==> config.mk <==
export PLATFORM = sky130hd
export DESIGN_NAME = control_sequencer_flat
export DESIGN_NICKNAME = d
export VERILOG_FILES = /design/src/rtl/control_sequencer_if.sv /design/src/rtl/control_sequencer.sv /design/src/flat_wrapper.sv
export SDC_FILE = /design/constraint.sdc
export NUM_CORES = 1
export LEC_CHECK = 0
export ABC_AREA = 1
export CELL_PAD_IN_SITES_DETAIL_PLACEMENT = 0
export CELL_PAD_IN_SITES_GLOBAL_PLACEMENT = 1
export CORE_ASPECT_RATIO = 1.75
export CORE_MARGIN = 2
export CORE_UTILIZATION = 22
export CTS_BUF_LIST = sky130_fd_sc_hd__clkbuf_8
export CTS_CLUSTER_SIZE = 40
export DETAILED_ROUTE_END_ITERATION = 10
export PLACE_DENSITY = 0.81
export SLEW_MARGIN = 25
export SYNTH_ARGS = -nofsm -noshare
export SYNTH_HDL_FRONTEND = slang
export SYNTH_SLANG_ARGS = --single-unit
==> constraint.sdc <==
create_clock -name clock -period 1 [get_ports clock]
set_input_delay 0.2 -clock clock [delete_from_list [all_inputs] [get_ports clock]]
set_output_delay 0.2 -clock clock [all_outputs]
set_load 0.03 [all_outputs]
==> src/rtl/control_sequencer_if.sv <==
// rtl/control_sequencer_if.sv - datapath-facing strobe and status bundle for control_sequencer
interface control_sequencer_if;
    logic [31:0] IR;
    logic        CONFF;
    logic        Run;
    logic        PCout;
    logic        Zlowout;
    logic        MDRout;
    logic        Rout;
    logic        BAout;
    logic        Csignout;
    logic        PCin;
    logic        MARin;
    logic        MDRin;
    logic        IRin;
    logic        Yin;
    logic        Zlowin;
    logic        Rin;
    logic        CONin;
    logic        IncPC;
    logic        ADD;
    logic        BRANCH;
    logic        Read;
    logic        MD_read;
    logic        Write;
    logic        Gra;
    logic        Grb;

    modport master (
        input  IR, CONFF,
        output Run, PCout, Zlowout, MDRout, Rout, BAout, Csignout,
        output PCin, MARin, MDRin, IRin, Yin, Zlowin, Rin, CONin,
        output IncPC, ADD, BRANCH, Read, MD_read, Write, Gra, Grb
    );

    modport slave (
        output IR, CONFF,
        input  Run, PCout, Zlowout, MDRout, Rout, BAout, Csignout,
        input  PCin, MARin, MDRin, IRin, Yin, Zlowin, Rin, CONin,
        input  IncPC, ADD, BRANCH, Read, MD_read, Write, Gra, Grb
    );
endinterface

==> src/rtl/control_sequencer.sv <==
// rtl/control_sequencer.sv - hardwired Moore control unit for the one-bus datapath
module control_sequencer #(
    parameter logic [4:0] OP_LDI  = 5'b00001,
    parameter logic [4:0] OP_ADDI = 5'b01100,
    parameter logic [4:0] OP_BR   = 5'b10010,
    parameter logic [4:0] OP_NOP  = 5'b11001,
    parameter logic [4:0] OP_HALT = 5'b11010
) (
    input  logic                  clock,
    input  logic                  clear,
    control_sequencer_if.master   bus
);

    typedef enum logic [3:0] {
        S_RESET, S_F0, S_F1, S_F2, S_DEC,
        S_A0, S_A1, S_A2,
        S_B0, S_B1, S_B2, S_B3,
        S_HALT
    } state_t;

    typedef struct packed {
        logic run;
        logic pc_out;
        logic zlow_out;
        logic mdr_out;
        logic r_out;
        logic ba_out;
        logic csign_out;
        logic pc_in;
        logic pc_in_cond;
        logic mar_in;
        logic mdr_in;
        logic ir_in;
        logic y_in;
        logic zlow_in;
        logic r_in;
        logic con_in;
        logic inc_pc;
        logic add;
        logic branch;
        logic read;
        logic md_read;
        logic gra;
        logic grb;
    } ctl_t;

    state_t state;
    state_t state_n;
    ctl_t   ctl;
    logic   unused_ir;

    assign unused_ir = ^bus.IR[26:0];

    function automatic ctl_t decode(input state_t s);
        ctl_t c;
        c     = '0;
        c.run = 1'b1;
        case (s)
            S_F0: begin
                c.pc_out  = 1'b1;
                c.mar_in  = 1'b1;
                c.inc_pc  = 1'b1;
                c.zlow_in = 1'b1;
            end
            S_F1: begin
                c.zlow_out = 1'b1;
                c.pc_in    = 1'b1;
                c.read     = 1'b1;
                c.md_read  = 1'b1;
                c.mdr_in   = 1'b1;
            end
            S_F2: begin
                c.mdr_out = 1'b1;
                c.ir_in   = 1'b1;
            end
            S_A0: begin
                c.grb    = 1'b1;
                c.ba_out = 1'b1;
                c.y_in   = 1'b1;
            end
            S_A1: begin
                c.csign_out = 1'b1;
                c.add       = 1'b1;
                c.zlow_in   = 1'b1;
            end
            S_A2: begin
                c.zlow_out = 1'b1;
                c.gra      = 1'b1;
                c.r_in     = 1'b1;
            end
            S_B0: begin
                c.gra    = 1'b1;
                c.r_out  = 1'b1;
                c.con_in = 1'b1;
            end
            S_B1: begin
                c.pc_out = 1'b1;
                c.y_in   = 1'b1;
            end
            S_B2: begin
                c.csign_out = 1'b1;
                c.branch    = 1'b1;
                c.zlow_in   = 1'b1;
            end
            S_B3: begin
                c.zlow_out   = 1'b1;
                c.pc_in_cond = 1'b1;
            end
            S_HALT:  c.run = 1'b0;
            default: c.run = 1'b1;
        endcase
        return c;
    endfunction

    // Undefined opcodes fall through to F0 so they behave as nop.
    always_comb begin
        state_n = state;
        case (state)
            S_RESET: state_n = S_F0;
            S_F0:    state_n = S_F1;
            S_F1:    state_n = S_F2;
            S_F2:    state_n = S_DEC;
            S_DEC: begin
                case (bus.IR[31:27])
                    OP_LDI, OP_ADDI: state_n = S_A0;
                    OP_BR:           state_n = S_B0;
                    OP_HALT:         state_n = S_HALT;
                    OP_NOP:          state_n = S_F0;
                    default:         state_n = S_F0;
                endcase
            end
            S_A0:    state_n = S_A1;
            S_A1:    state_n = S_A2;
            S_A2:    state_n = S_F0;
            S_B0:    state_n = S_B1;
            S_B1:    state_n = S_B2;
            S_B2:    state_n = S_B3;
            S_B3:    state_n = S_F0;
            S_HALT:  state_n = S_HALT;
            default: state_n = S_RESET;
        endcase
    end

    // Strobes are registered from the next state so they line up with the state register.
    always_ff @(posedge clock) begin
        if (clear) begin
            state <= S_RESET;
            ctl   <= decode(S_RESET);
        end else begin
            state <= state_n;
            ctl   <= decode(state_n);
        end
    end

    assign bus.Run      = ctl.run;
    assign bus.PCout    = ctl.pc_out;
    assign bus.Zlowout  = ctl.zlow_out;
    assign bus.MDRout   = ctl.mdr_out;
    assign bus.Rout     = ctl.r_out;
    assign bus.BAout    = ctl.ba_out;
    assign bus.Csignout = ctl.csign_out;
    // Branch target is loaded only when the condition flip-flop is set during B3.
    assign bus.PCin     = ctl.pc_in | (ctl.pc_in_cond & bus.CONFF);
    assign bus.MARin    = ctl.mar_in;
    assign bus.MDRin    = ctl.mdr_in;
    assign bus.IRin     = ctl.ir_in;
    assign bus.Yin      = ctl.y_in;
    assign bus.Zlowin   = ctl.zlow_in;
    assign bus.Rin      = ctl.r_in;
    assign bus.CONin    = ctl.con_in;
    assign bus.IncPC    = ctl.inc_pc;
    assign bus.ADD      = ctl.add;
    assign bus.BRANCH   = ctl.branch;
    assign bus.Read     = ctl.read;
    assign bus.MD_read  = ctl.md_read;
    assign bus.Write    = 1'b0;
    assign bus.Gra      = ctl.gra;
    assign bus.Grb      = ctl.grb;

endmodule

==> src/flat_wrapper.sv <==
// flat-port wrapper written by rule: the top's interface ports become plain ports
module control_sequencer_flat 
#(
    parameter logic [4:0] OP_LDI  = 5'b00001,
    parameter logic [4:0] OP_ADDI = 5'b01100,
    parameter logic [4:0] OP_BR   = 5'b10010,
    parameter logic [4:0] OP_NOP  = 5'b11001,
    parameter logic [4:0] OP_HALT = 5'b11010
)
  (clock, clear, bus_IR, bus_CONFF, bus_Run, bus_PCout, bus_Zlowout, bus_MDRout, bus_Rout, bus_BAout, bus_Csignout, bus_PCin, bus_MARin, bus_MDRin, bus_IRin, bus_Yin, bus_Zlowin, bus_Rin, bus_CONin, bus_IncPC, bus_ADD, bus_BRANCH, bus_Read, bus_MD_read, bus_Write, bus_Gra, bus_Grb);
  control_sequencer_if bus_i ();
  input  logic clock;
  input  logic clear;
  input wire logic [$bits(bus_i.IR)-1:0] bus_IR;
  input wire logic [$bits(bus_i.CONFF)-1:0] bus_CONFF;
  output wire logic [$bits(bus_i.Run)-1:0] bus_Run;
  output wire logic [$bits(bus_i.PCout)-1:0] bus_PCout;
  output wire logic [$bits(bus_i.Zlowout)-1:0] bus_Zlowout;
  output wire logic [$bits(bus_i.MDRout)-1:0] bus_MDRout;
  output wire logic [$bits(bus_i.Rout)-1:0] bus_Rout;
  output wire logic [$bits(bus_i.BAout)-1:0] bus_BAout;
  output wire logic [$bits(bus_i.Csignout)-1:0] bus_Csignout;
  output wire logic [$bits(bus_i.PCin)-1:0] bus_PCin;
  output wire logic [$bits(bus_i.MARin)-1:0] bus_MARin;
  output wire logic [$bits(bus_i.MDRin)-1:0] bus_MDRin;
  output wire logic [$bits(bus_i.IRin)-1:0] bus_IRin;
  output wire logic [$bits(bus_i.Yin)-1:0] bus_Yin;
  output wire logic [$bits(bus_i.Zlowin)-1:0] bus_Zlowin;
  output wire logic [$bits(bus_i.Rin)-1:0] bus_Rin;
  output wire logic [$bits(bus_i.CONin)-1:0] bus_CONin;
  output wire logic [$bits(bus_i.IncPC)-1:0] bus_IncPC;
  output wire logic [$bits(bus_i.ADD)-1:0] bus_ADD;
  output wire logic [$bits(bus_i.BRANCH)-1:0] bus_BRANCH;
  output wire logic [$bits(bus_i.Read)-1:0] bus_Read;
  output wire logic [$bits(bus_i.MD_read)-1:0] bus_MD_read;
  output wire logic [$bits(bus_i.Write)-1:0] bus_Write;
  output wire logic [$bits(bus_i.Gra)-1:0] bus_Gra;
  output wire logic [$bits(bus_i.Grb)-1:0] bus_Grb;
  assign bus_i.IR = bus_IR;
  assign bus_i.CONFF = bus_CONFF;
  assign bus_Run = bus_i.Run;
  assign bus_PCout = bus_i.PCout;
  assign bus_Zlowout = bus_i.Zlowout;
  assign bus_MDRout = bus_i.MDRout;
  assign bus_Rout = bus_i.Rout;
  assign bus_BAout = bus_i.BAout;
  assign bus_Csignout = bus_i.Csignout;
  assign bus_PCin = bus_i.PCin;
  assign bus_MARin = bus_i.MARin;
  assign bus_MDRin = bus_i.MDRin;
  assign bus_IRin = bus_i.IRin;
  assign bus_Yin = bus_i.Yin;
  assign bus_Zlowin = bus_i.Zlowin;
  assign bus_Rin = bus_i.Rin;
  assign bus_CONin = bus_i.CONin;
  assign bus_IncPC = bus_i.IncPC;
  assign bus_ADD = bus_i.ADD;
  assign bus_BRANCH = bus_i.BRANCH;
  assign bus_Read = bus_i.Read;
  assign bus_MD_read = bus_i.MD_read;
  assign bus_Write = bus_i.Write;
  assign bus_Gra = bus_i.Gra;
  assign bus_Grb = bus_i.Grb;
  control_sequencer #(.OP_LDI(OP_LDI), .OP_ADDI(OP_ADDI), .OP_BR(OP_BR), .OP_NOP(OP_NOP), .OP_HALT(OP_HALT)) u_core (.clock(clock), .clear(clear), .bus(bus_i));
endmodule
# Yosys cells after proc, flatten, opt, wreduce, memory -nomap -nowiden
# Cells that the tools add are included.
# totals
reg_bits	22
wordCells	76
# op_classes
n_eq_ne	27
muxes	19
bitwise_logic	2
reduce_logical	9
# op_table
operator	count
case mux 4 bit (11 select lines)	1
equality test 4 bit (second input constant)	10
equality test 4 x 3 -> 1 bit (second input constant)	7
equality test 4 x 2 -> 1 bit (second input constant)	4
2-to-1 mux 1 bit	16
case mux 4 bit (3 select lines)	1
equality test 5 bit (second input constant)	2
OR reduction 2 bit	5
OR reduction 3 bit	3
equality test 4 x 1 -> 1 bit (second input constant)	2
equality test 5 x 1 -> 1 bit (second input constant)	1
equality test 5 x 4 -> 1 bit (second input constant)	1
logical NOT 4 bit	1
2-to-1 mux 2 bit	1
bitwise AND 1 bit	1
OR 1 bit	1

# Logic depth before layout (Yosys ltp)
# Gate-level depths: netlist (run 1).
# logic_depth
depth_word	7
depth_mapped	10

# Worst setup path before layout (run 1)
# OpenSTA, ideal clock, no wires.
# synth_path
kind	flip-flop to flip-flop
startpoint	register u_core.state[3]
endpoint	register u_core.ctl, in the netlist u_core.bus.Gra
arrival_time_ns	1.000
required_ns	0.886
slack_ns	-0.114
stages_incl_launch_ff	10
n_path_buf	1
period_less_slack_ns	1.114
path_cell_list	dfxtp_1 -> buf_6 -> clkinv_4 -> nand2_4 -> nor2_8 -> nand3_2 -> nand3_2 -> inv_1 -> nand2_1 -> nand2_1
# synth_between
elab_chain_len	6
word_cells_on_any_way	19
# synth_lines
item	line	rtl
start, declared	control_sequencer.sv:47	state_t state;
start signal, assigned	control_sequencer.sv:150	state <= state_n;
equality test 4 x 3 -> 1 bit (tied with other cells)	control_sequencer.sv:118	case (state)
OR reduction 3 bit (no source line)	--	
case mux 4 bit (11 select lines) *	control_sequencer.sv:118	
equality test 4 bit or equality test 4 x 3 -> 1 bit (tied branches)	control_sequencer.sv:58	case (s)
OR reduction 2 bit (no source line) *	--	
2-to-1 mux 1 bit *	control_sequencer.sv:58	
end signal, assigned	control_sequencer.sv:148	ctl <= decode(S_RESET);
end signal, assigned	control_sequencer.sv:151	ctl <= decode(state_n);
end, declared	control_sequencer.sv:49	ctl_t ctl;
# Mark *: on every way between the ends. The rest lies on a longest branch, timed or not.
# A chain may end at the register's enable or synchronous reset.

# Worst setup path after layout (run 1)
# layout_path
startpoint	register u_core.state[1]
endpoint	register u_core.state[3]
# layout_between
elab_chain_len	3
word_cells_on_any_way	15
# layout_lines
item	line
equality test 4 x 3 -> 1 bit (tied with other cells)	control_sequencer.sv:118
OR reduction 3 bit (no source line)	--
case mux 4 bit (11 select lines) *	control_sequencer.sv:118
# Marked as above.

==> reports/results.ini, run 1 <==
[run_status]
outcome=finished, violations left
violations=negative setup slack

[clock_network]
cts_root_buf=clkbuf_8
cts.clk_slew.worst_paths_ps=80
numCtsBuffers=3
cts_sinks=20
htree_levels=1
holdBufCountCts=0
clock_latency_ps=260
cts_max_path_buffers=2
cts_tree=done

[sta]
whs_ps=413.5
setup_violations=15
final_max_slew_viol_count=0
final_min_period_over_clock_period_pct=120.5
period_needed_ps=1205
finalHoldViolCount=0
fmax_ghz=0.8298
skew_ps=3.379
fin_ws_ps=-205.0
rsz0062_at_grt=true

[drt]
ant_nets=0
routed_wirelength_mm=2.142
wl_per_cell_um=9.826
num_vias=860
drtPass1Iterations=3
drc_errors=0
first_iter_violations=2
vias_per_cell=3.945

[global_routing]
grt_util_met3_pct=2.196
gr-max-usage-layer=met2
antenna_found_initial=0
first_global_vias=793
grt_pass1_wl_mm=3.312
grt_overflow_total=0
grtUsageTotal_pct=9.516
use_met2_pct=17.73
grt_max_degree=13
grtUsageMet1_pct=9.711

[critical_path]
crit_type=flop to flop
crit_path_max_fanout=5
worstSetupEndpointType=flop
crit_chain=inv_4, nand2_4, nor2_8, nand2_2, nand2_2, nand2_2, buf_4, buf_6, inv_2
critical_path.max_stage_delay_ps=370
required_ps=1210
slowest_stage=dfxtp_4
cp_common_cell=nand2_2
cp.arrival_ps=1410
cp-start-kind=flop

[worst_hold_path]
hp-class=primary input to flop

[logic_synthesis]
synth.area.top_cells=dfxtp_1 44%, nand2_1 10%, inv_1 8.3%
synthFlopType=dfxtp_1
synth_area_um2=902.1
synth_seq_cells=20
yosysSeqAreaShare_pct=44.38
synth_nets=155
synth_edf_count=0
synth_warnings=0
async_reset_ff_share_pct=0
synth_top_area_cell=dfxtp_1
syn_area_per_cell_um2=7.518
syn_inst=120
synthMostInstantiatedCell=nand2_1
synth_top_area_share_pct=44.38
synth_commonest_cells=24 x nand2_1, 20 x dfxtp_1, 20 x inv_1
synth.distinct_cells=21

[place]
place_inst=205
hpwl_mm=1.503
numPortBuffers=29
gp_congestion=0.7894

[floorplan]
pin_count=58
dieWidth_um=52.41
die_h_um=88.71
row_count=30
core_um2=3904
die_area_um2=4649
start_util_pct=23.11

[flow_run]
max_cap_violations=0

[power]
leakagePower_nw=0.8204
power.total_w=0.002388
peakVddDrop_uv=990.1
power_density_nw_per_um2=1472

[final_layout]
multi_input_area_um2=494.2
area_delta_synth_final_pct=79.75
fill_cells=405
seq_area_um2=417.9
num_antenna_cells=0
fin_nets=206
stdcell_count=218
drive_gt1_share_pct=58.24

-- power breakdown --
group	internal [W]	switching (W)	total [W]
sequential	0.000845	0.0000453	0.000890
combinational	0.000316	0.000380	0.000696
clock	0.000534	0.000267	0.000801
-- timing repair --
action                                  4_1_cts  5_1_grt
endpoints found under the setup margin       21       20
cloned                                        0        0
pin swaps                                    14       13
setup buffers                                 4        5
resized for setup                            34       25
-- critical path: cells and delay by family, from the launching register on --
family                 cells  cell delay, ps
AND/OR/NAND/NOR            5             470
flip-flops                 1             370
buffers and inverters      4             330
-- metrics by stage --
step	setup TNS, ps	setup WS [ps]	util, %	area (um2)
after floorplan	-431.8	-98.75	-	913.4
after global placement	-5911	-492.2	33.04	1290
after CTS	-1518	-161.4	38.14	1489
after global routing	-3017	-293.5	41.54	1622
after detailed placement	-6027	-494.3	33.04	1290
final	-1841	-205.0	41.54	1622
-- cells in the final DEF (no fill, tap or decap), drive strengths merged --
cell type | Yosys | final
buf | 9 | 49
nand2 | 29 | 29
nor2 | 21 | 21
inv | 20 | 20
dfxtp | 20 | 20
nand3 | 6 | 6
nor3 | 5 | 5
dlygate4sd2 | 0 | 4
clkbuf | 1 | 3
a21oi | 2 | 2
dlymetal6s2s | 0 | 2
nor4 | 2 | 2
a21o | 1 | 1
clkinv | 1 | 1
o21ai | 1 | 1
o31ai | 1 | 1
conb | 1 | 1
bufinv | 0 | 1
clkdlybuf4s50 | 0 | 1
-- routing by layer --
metal  vias to the layer above  part of all wire (%)
met5                         -                     0
li1                        452                     -
met4                         0                  0.56
met2                        23                    61
met3                         2                   5.0
met1                       383                    34
-- registers in the layout (all words and copies together), names as in the netlist --
register	count
u_core.bus.ADD	1
u_core.bus.BAout	1
u_core.bus.BRANCH	1
u_core.bus.Csignout	1
u_core.bus.Gra	1
u_core.bus.MARin	1
u_core.bus.MDRout	1
u_core.bus.PCout	1
u_core.bus.Read	1
u_core.bus.Rin	1
u_core.bus.Rout	1
u_core.bus.Run	1
u_core.bus.Yin	1
u_core.bus.Zlowin	1
u_core.bus.Zlowout	1
u_core.ctl	1
u_core.state	4
-- logic make-up (layout without fill, tap and decap cells) --
group / after synthesis / count (layout) / share of synthesized area [%]
and+or+nand+nor: 63 / 63 / 33.43
DFF: 20 / 20 / 44.38
AOI/OAI and AO/OA: 5 / 5 / 3.746
other: 1 / 1 / 0.4157
buffers and inverters: 31 / 81 / 18.03
-- path summary, 6_finish.rpt --
kind	start	endpoint	slack, ps	cells past startpoint
worst max-delay path	u_core.state[1]	u_core.state[3]	-210	9
worst min-delay path	clear	u_core.bus.BRANCH	410	2
worst min register to register	u_core.state[3]	u_core.bus.Read	620	2
worst max register to register	u_core.state[1]	u_core.state[3]	-210	9
-- final cells by class --
class	instances	area share (%)
Inverter	21	5.478
Timing Repair Buffer	56	30.17
Clock inverter	1	1.852
Sequential cell	20	25.77
Multi-Input combinational cell	69	30.48
Clock buffer	3	2.546
Tap cell	48	3.704
Note: power is estimated with default switching activity, not from simulation.
==> inputs of run 2 (changes only) <==
CORE_MARGIN = 5   (was 2)
==> run 2 against run 1 <==
Compared with the run above: the flow still finishes with violations (negative setup slack); sequential cell count is the same; core utilization shrank 3.0 points; sequential power grew 0.8%; wire length shrank 6.3%; worst setup slack gained 49 ps; first-iteration DRC count grew to 6.5 times the previous value; sequential share of layout area grew 2.1 points; cell count shrank 4.1%; worst hold slack lost 140 ps.
==> reports/results.ini, run 2 (same netlist as run 1, synthesis figures left out) <==
[run_status]
outcome=finished, violations left  ; unchanged
violations=negative setup slack  ; unchanged

[place]
place_inst=203  ; was 205
numPortBuffers=29  ; unchanged
hpwl_mm=1.637  ; was 1.503 mm
gp_congestion=0.8103  ; was 0.7894
placed_area_um2=1275  ; was 1290 um2

[critical_path]
path_depth=8  ; was 9
crit_type=flop to flop  ; unchanged
worstSetupEndpointType=flop  ; unchanged
crit_family=simple AND/OR/NAND/NOR gates  ; unchanged
crit_path_max_fanout=5  ; unchanged
ff2ff_path_depth=8  ; was 9
critical_path.max_stage_delay_ps=370  ; about the same
slowest_stage=dfxtp_4  ; unchanged
cp-start-kind=flop  ; unchanged
cp.arrival_ps=1320  ; was 1410 ps
reg2reg_to=u_core.bus.Zlowin  ; was u_core.state[3]
worst-path-buf-inv=1  ; was 4
cp_common_cell=nand2_1  ; was nand2_2
rrSetupSlack_ps=-160  ; was -210 ps
crit_chain=inv_4, nand2_4, nor2_8, nand3_2, nand3_4, nor2_1, nand2_1, nand2_1  ; was inv_4, nand2_4, nor2_8, nand2_2, nand2_2, nand2_2, buf_4, buf_6, inv_2
crit_end=u_core.bus.Zlowin  ; was u_core.state[3]
setup.worst_path.start=u_core.state[0]  ; was u_core.state[1]
r2r_start=u_core.state[0]  ; was u_core.state[1]
required_ps=1160  ; was 1210 ps

[clock_network]
htree_levels=1  ; unchanged
numCtsBuffers=3  ; unchanged
cts_root_buf=clkbuf_8  ; unchanged
cts.clk_slew.worst_paths_ps=80  ; about the same
cts_tree=done  ; unchanged
cts_max_path_buffers=2  ; unchanged
cts_sinks=20  ; unchanged
clock_latency_ps=260  ; about the same

[drt]
vias_per_cell=3.919  ; was 3.945
drtPass1Iterations=3  ; unchanged
routed_wirelength_mm=2.008  ; was 2.142 mm
drc_errors=0  ; unchanged
num_vias=819  ; was 860
first_iter_violations=13  ; was 2
ant_nets=0  ; unchanged
wl_per_cell_um=9.608  ; was 9.826 um

[sta]
rsz0062_at_grt=true  ; unchanged
final.setup.tns_ps=-1465  ; was -1841 ps
whs_ps=275.7  ; was 413.5 ps
fmax_ghz=0.8651  ; was 0.8298 GHz
skew_ps=7.418  ; was 3.379 ps
fin_ws_ps=-155.9  ; was -205.0 ps
finalHoldViolCount=0  ; unchanged
final_min_period_over_clock_period_pct=115.6  ; was 120.5%
period_needed_ps=1156  ; was 1205 ps
setup_violations=15  ; unchanged
final_max_slew_viol_count=0  ; unchanged

[global_routing]
grt_pass1_wl_mm=3.291  ; was 3.312 mm
first_global_vias=796  ; was 793
antenna_found_initial=0  ; unchanged
grt_overflow_total=0  ; unchanged
grt_max_degree=13  ; unchanged
grtUsageTotal_pct=7.887  ; was 9.516%

[floorplan]
die_area_um2=5532  ; was 4649 um2
dieWidth_um=58.41  ; was 52.41 um
row_count=30  ; unchanged
core_um2=3941  ; was 3904 um2
die_h_um=94.71  ; was 88.71 um
start_util_pct=22.89  ; was 23.11%
pin_count=58  ; unchanged

[final_layout]
num_antenna_cells=0  ; unchanged
area_delta_synth_final_pct=68.24  ; was 79.75%
stdcell_area_um2=1518  ; was 1622 um2
stdcell_count=209  ; was 218
fin_nets=197  ; was 206
largest_reg_flops=4  ; unchanged
top_register=u_core.state  ; unchanged
drive_gt1_share_pct=53.42  ; was 58.24%
final_common_cell=buf_4  ; unchanged
mostFrequentLayoutCells=29 x buf_4, 17 x inv_1, 15 x nand2_1  ; was 40 x buf_4, 17 x nand2_1, 16 x inv_1
post-route-util_pct=38.51  ; was 41.54%

[power]
peakVddDrop_uv=796.9  ; was 990.1 uV
power_density_nw_per_um2=1521  ; was 1472 nW/um2
leakagePower_nw=0.7731  ; was 0.8204 nW

[flow_run]
max_cap_violations=0  ; unchanged

[worst_hold_path]
hp-class=primary input to flop  ; unchanged

## run 2: where the power goes
group	internal (W)	switching, W
registers	0.000846	0.0000506
logic	0.000267	0.000338
clock network	0.000535	0.000272
## run 2: cell type report
type	instances	area (um2)
Clock inverter	1	30.03
Timing Repair Buffer	47	429.2
Tap cell	48	60.06
Inverter	21	88.84
Sequential cell	20	422.9
Multi-Input combinational cell	69	445.4
Fill cell	416	2424
Clock buffer	3	41.29
## run 2: through the flow
step	power, W	setup WS, ps
after floorplan	0.001218	-98.75
after global placement	0.001422	-497.9
after detailed placement	0.001427	-498.6
after CTS	0.002247	-172.0
after global routing	0.002420	-251.1
final	0.002308	-155.9
## run 2: worst min path at each step
stage | endpoint | cells after the start | start
after floorplan | u_core.bus.ADD | 1 | clear
after global placement | bus_Csignout | 1 | u_core.bus.Csignout
after detailed placement | u_core.bus.Read | 2 | u_core.state[2]
after CTS | u_core.bus.BAout | 7 | bus_IR[27]
after global routing | u_core.bus.BRANCH | 2 | clear
final | u_core.bus.ADD | 2 | clear
## run 2: routing by layer
layer / track usage [%] / vias to the layer above / routed length [um]
met3: 1.915 / 5 / 152
met1: 7.202 / 352 / 690
met4: 5.416 / 0 / 58
li1: - / 438 / -
met2: 14.65 / 24 / 1106
met5: 0 / - / 0
## run 2: repair_timing
| item | CTS | global route |
|---|---|---|
| gates cloned | 0 | 0 |
| hold buffers | 0 | 0 |
| pin swaps | 6 | 13 |
| resized for setup | 14 | 38 |
| setup endpoints to repair | 20 | 30 |
| buffers inserted | 0 | 2 |
